### config.mk
export PLATFORM = sky130hd
export DESIGN_NAME = pipe_stage_reg
export DESIGN_NICKNAME = d
export VERILOG_FILES = /design/src/rtl/pipe_stage_reg.sv
export SDC_FILE = /design/constraint.sdc
export NUM_CORES = 1
export LEC_CHECK = 0
export ABC_AREA = 0
export BUFFER_PORTS_ARGS = -buffer_cell sky130_fd_sc_hd__buf_4
export CAP_MARGIN = 20
export CORE_MARGIN = 10
export CORE_UTILIZATION = 39
export DETAILED_ROUTE_END_ITERATION = 6
export PLACE_DENSITY = 0.83
export SKIP_LAST_GASP = 1
export SLEW_MARGIN = 20
export SYNTH_ARGS = -nofsm -noshare
export SYNTH_HDL_FRONTEND = slang
export SYNTH_SLANG_ARGS = --single-unit
export TNS_END_PERCENT = 10
### constraint.sdc
create_clock -name clk -period 1.4 [get_ports clk]
set_clock_uncertainty 0.1 [all_clocks]
set_input_delay 0.21 -clock clk [delete_from_list [all_inputs] [get_ports clk]]
set_output_delay 0.21 -clock clk [all_outputs]
set_load 0.03 [all_outputs]
### src/rtl/pipe_stage_reg.sv
// Elastic pipeline-stage register: data + control bundles under valid/ready, with flush.
// Define PIPE_STAGE_SKID_EN to add a skid entry and register in_ready.
module pipe_stage_reg #(
  parameter int DATA_W = 32,
  parameter int CTRL_W = 8
) (
  input  logic              clk,
  input  logic              rst,
  input  logic              in_valid,
  output logic              in_ready,
  input  logic [DATA_W-1:0] in_data,
  input  logic [CTRL_W-1:0] in_ctrl,
  output logic              out_valid,
  input  logic              out_ready,
  output logic [DATA_W-1:0] out_data,
  output logic [CTRL_W-1:0] out_ctrl,
  input  logic              flush,
  output logic [1:0]        count
);

  typedef enum logic [1:0] {
    ST_EMPTY = 2'd0,
    ST_FULL  = 2'd1,
    ST_SKID  = 2'd2
  } state_t;

  state_t            r_state;
  logic              r_out_valid;
  logic [DATA_W-1:0] r_main_data;
  logic [CTRL_W-1:0] r_main_ctrl;
  logic [1:0]        r_count;
  logic              w_acc;
  logic              w_deq;
  logic              w_in_ready;

`ifdef PIPE_STAGE_SKID_EN
  logic [DATA_W-1:0] r_skid_data;
  logic [CTRL_W-1:0] r_skid_ctrl;
  logic              r_in_ready;

  // Ready comes straight from a flop, so out_ready never reaches in_ready.
  assign w_in_ready = r_in_ready;
`else
  assign w_in_ready = !r_out_valid || out_ready;
`endif

  assign w_acc = in_valid && w_in_ready;
  assign w_deq = r_out_valid && out_ready;

`ifdef PIPE_STAGE_SKID_EN
  always_ff @(posedge clk or posedge rst) begin
    if (rst) begin
      r_state     <= ST_EMPTY;
      r_out_valid <= 1'b0;
      r_main_data <= '0;
      r_main_ctrl <= '0;
      r_skid_data <= '0;
      r_skid_ctrl <= '0;
      r_count     <= 2'd0;
      r_in_ready  <= 1'b1;
    end else if (flush) begin
      // Held entries and the offered input are all dropped; out_data keeps its value.
      r_state     <= ST_EMPTY;
      r_out_valid <= 1'b0;
      r_main_ctrl <= '0;
      r_skid_ctrl <= '0;
      r_count     <= 2'd0;
      r_in_ready  <= 1'b1;
    end else begin
      case (r_state)
        ST_EMPTY: begin
          if (w_acc) begin
            r_state     <= ST_FULL;
            r_out_valid <= 1'b1;
            r_main_data <= in_data;
            r_main_ctrl <= in_ctrl;
            r_count     <= 2'd1;
          end
          r_in_ready <= 1'b1;
        end
        ST_FULL: begin
          if (w_acc && w_deq) begin
            r_main_data <= in_data;
            r_main_ctrl <= in_ctrl;
            r_in_ready  <= 1'b1;
          end else if (w_acc) begin
            r_state     <= ST_SKID;
            r_skid_data <= in_data;
            r_skid_ctrl <= in_ctrl;
            r_count     <= 2'd2;
            r_in_ready  <= 1'b0;
          end else if (w_deq) begin
            r_state     <= ST_EMPTY;
            r_out_valid <= 1'b0;
            r_main_ctrl <= '0;
            r_count     <= 2'd0;
            r_in_ready  <= 1'b1;
          end else begin
            r_in_ready <= 1'b1;
          end
        end
        ST_SKID: begin
          if (w_deq) begin
            r_state     <= ST_FULL;
            r_main_data <= r_skid_data;
            r_main_ctrl <= r_skid_ctrl;
            r_skid_ctrl <= '0;
            r_count     <= 2'd1;
            r_in_ready  <= 1'b1;
          end else begin
            r_in_ready <= 1'b0;
          end
        end
        default: begin
          r_state     <= ST_EMPTY;
          r_out_valid <= 1'b0;
          r_main_ctrl <= '0;
          r_count     <= 2'd0;
          r_in_ready  <= 1'b1;
        end
      endcase
    end
  end
`else
  always_ff @(posedge clk or posedge rst) begin
    if (rst) begin
      r_state     <= ST_EMPTY;
      r_out_valid <= 1'b0;
      r_main_data <= '0;
      r_main_ctrl <= '0;
      r_count     <= 2'd0;
    end else if (flush) begin
      r_state     <= ST_EMPTY;
      r_out_valid <= 1'b0;
      r_main_ctrl <= '0;
      r_count     <= 2'd0;
    end else begin
      case (r_state)
        ST_EMPTY: begin
          if (w_acc) begin
            r_state     <= ST_FULL;
            r_out_valid <= 1'b1;
            r_main_data <= in_data;
            r_main_ctrl <= in_ctrl;
            r_count     <= 2'd1;
          end
        end
        ST_FULL: begin
          // Accepting while full implies out_ready, so the head is replaced in place.
          if (w_acc) begin
            r_main_data <= in_data;
            r_main_ctrl <= in_ctrl;
          end else if (w_deq) begin
            r_state     <= ST_EMPTY;
            r_out_valid <= 1'b0;
            r_main_ctrl <= '0;
            r_count     <= 2'd0;
          end
        end
        default: begin
          r_state     <= ST_EMPTY;
          r_out_valid <= 1'b0;
          r_main_ctrl <= '0;
          r_count     <= 2'd0;
        end
      endcase
    end
  end
`endif

  assign in_ready  = w_in_ready;
  assign out_valid = r_out_valid;
  assign out_data  = r_main_data;
  assign out_ctrl  = r_main_ctrl;
  assign count     = r_count;

endmodule

==> impl_metrics.py <==
metrics = {
    "grt": {
        "grt_max_degree": 28,
        "grt.overflow.total": 0,
        "grt_pass1_wl_mm": 7.02,
        "grt_pass1_vias": 1403,
        "grt_use_total_pct": 12.2,
        "antenna_found_initial": 0,
    },
    "placed_design": {
        "detailed_place.area_mm2": 0.00235,
        "place_congestion": 0.770,
        "place_hpwl_mm": 3.67,
        "place_inst": 244,
        "io_buffers": 87,
        "post-place-ws_ns": -0.111,
    },
    "critical_path": {
        "criticalPathCategory": "register to register",
        "start_kind": "register",
        "cp_max_fo": 27,
        "required_ns": 1.47,
        "cp-end-kind": "register",
        "cp.arrival_ns": 1.59,
    },
    "timing": {
        "timing.final.crit_share_pct": 108,
        "setup_violations": 33,
        "maxSlewHeadroom_pct": 65.3,
        "fin_crit_ns": 1.52,
        "finalSetupTns_ns": -2.98,
        "hold_viol": 0,
        "tightest_slew_ns": 0.507,
        "fin_hold_ws_ns": 0.0454,
        "clock.fmax_mhz": 659,
        "setup_ws_ns": -0.116,
        "maxSlewViolCount": 0,
        "grt_setup_unrepaired": "true",
    },
    "logic_synthesis": {
        "yosys_warnings": 0,
        "seq_area_frac_synth_pct": 63.1,
        "syn_area_per_cell_um2": 15.3,
        "netlist_top_cells_area": "dfrtp_1 (63%), mux2_2 (21%), a32oi_1 (4.3%), buf_6 (2.1%), nor2_1 (1.6%)",
        "ys_ff_latch": 41,
        "synth_nets": 151,
        "synth_cell_types": 16,
        "synth_top_cell_area_share_pct": 63.1,
        "syn_area_mm2": 0.00163,
        "synth_top_cell_by_area": "dfrtp_1",
        "synth_cells": 106,
    },
    "floorplanning": {
        "rows": 23,
        "fp.dieArea_mm2": 0.00715,
        "core-area_mm2": 0.00403,
        "die_w_um": 84.6,
        "ioPinCount": 89,
        "start_util_pct": 40.3,
        "die_h_um": 84.6,
    },
    "finish": {
        "layout_common_cells": "buf_4 (93), dfrtp_1 (40), mux2_2 (30)",
        "layout.nets": 247,
        "syn2layout_area_growth_pct": 51.3,
        "final_cells": 252,
        "final_util_pct": 61.0,
        "drive_above_1_share_pct": 67.3,
        "final_common_cell": "buf_4",
        "n_antenna_cell": 0,
        "postLayoutCellArea_mm2": 0.00246,
    },
    "routing": {
        "firstDrtPassIters": 4,
        "drtIter0Drc": 37,
        "vias_per_cell": 4.77,
        "wl_per_cell_um": 17.5,
        "postRouteAntennaNets": 0,
        "vias": 1203,
        "route.detailed.drc": 0,
        "routed_wirelength_mm": 4.42,
    },
    "power_and_ir_drop": {
        "total_power_mw": 3.25,
        "p_leak_nw": 1.20,
        "ir_worst_vdd_mv": 0.786,
        "power_density_mw_per_mm2": 1320,
    },
    "run_status": {
        "status": "finished with violations",
        "violations": "negative setup slack",
    },
    "clock_network": {
        "cts_root_buf": "clkbuf_8",
        "cts_tree": "done",
        "clock_sinks": 41,
        "clock_path_buffers": 2,
        "clk_pin_slew_ns": 0.07,
        "cts.htree.levels": 2,
        "insertion_delay_ns": 0.28,
        "cts_buffers": 5,
    },
    "worst_hold_path": {
        "hold_path_class": "input port to register",
    },
    "job": {
        "maxCapViolCount": 0,
    },
}
[state kept, by name (all words and copies together) (netlist names)]
signal,count
out_ctrl,8
out_valid,1
out_data,32
[cells by family (layout without fill, tap and decap cells)]
kind of cell | count (synthesis) | in the layout | synth area share, %
flops | 41 | 41 | 63.1
mux | 34 | 34 | 23.4
compound gates | 10 | 10 | 4.93
simple gates | 10 | 10 | 3.85
buf+inv | 10 | 106 | 4.46
other cells | 1 | 1 | 0.231
[cell usage after synthesis (all sizes together)]
cell type and count:
dfrtp 41, mux2 32, a32oi 8, buf 7
nor2 7, a21oi 2, inv 2, mux2i 2
clkinv 1, conb 1, nor2b 1, nor3 1
or2 1
[worst max-delay path: stages, from the launching register on]
cell,delay (ns)
dfrtp_2,0.41
nor2b_4,0.14
nor3_4,0.17
buf_12,0.21
mux2_2,0.36
[final timing paths]
path / start / endpoint / slack (ns) / depth (start not counted)
max in group asynchronous: rst / out_valid$_DFFE_PP0P_ / 0.51 / 4
worst min-delay path: in_data[14] / out_data[14]$_DFFE_PP0P_ / 0.05 / 2
worst max-delay path: out_valid$_DFFE_PP0P_ / out_data[12]$_DFFE_PP0P_ / -0.12 / 4
min in group asynchronous: rst / out_data[28]$_DFFE_PP0P_ / 0.42 / 4
worst max register to register: out_valid$_DFFE_PP0P_ / out_data[12]$_DFFE_PP0P_ / -0.12 / 4
worst min register to register: out_data[15]$_DFFE_PP0P_ / out_data[15]$_DFFE_PP0P_ / 0.39 / 1
[report_power, final]
group	switching, mW	internal, mW	leakage (nW)	total [mW]
Combinational	0.590	0.465	0.656	1.06
Sequential	0.0949	1.36	0.495	1.45
Clock	0.356	0.391	0.0443	0.746
[repair_timing]
| item | in CTS | in global routing |
|---|---|---|
| hold endpoints to repair | 41 | 0 |
| hold buffers | 1 | 0 |
| setup endpoints to repair | 33 | 40 |
| setup buffers | 0 | 0 |
| gates resized for setup | 2 | 0 |
[layout make-up]
class | count | area [µm²]
fill | 325 | 1570
sequential | 41 | 1030
timing repair buffer | 96 | 739
multi-input combinational | 55 | 527
clock buffer | 7 | 86.3
tap | 50 | 62.6
inverter | 3 | 16.3
[per-layer routing]
metal / vias to the layer above / GRT usage (%) / wire, µm
li1: 565 / - / -
met1: 569 / 12.2 / 1580
met2: 57 / 21.0 / 2320
met3: 12 / 4.64 / 362
met4: 0 / 7.63 / 153
met5: - / 0 / 0
Power figures use the tool's default switching activity.
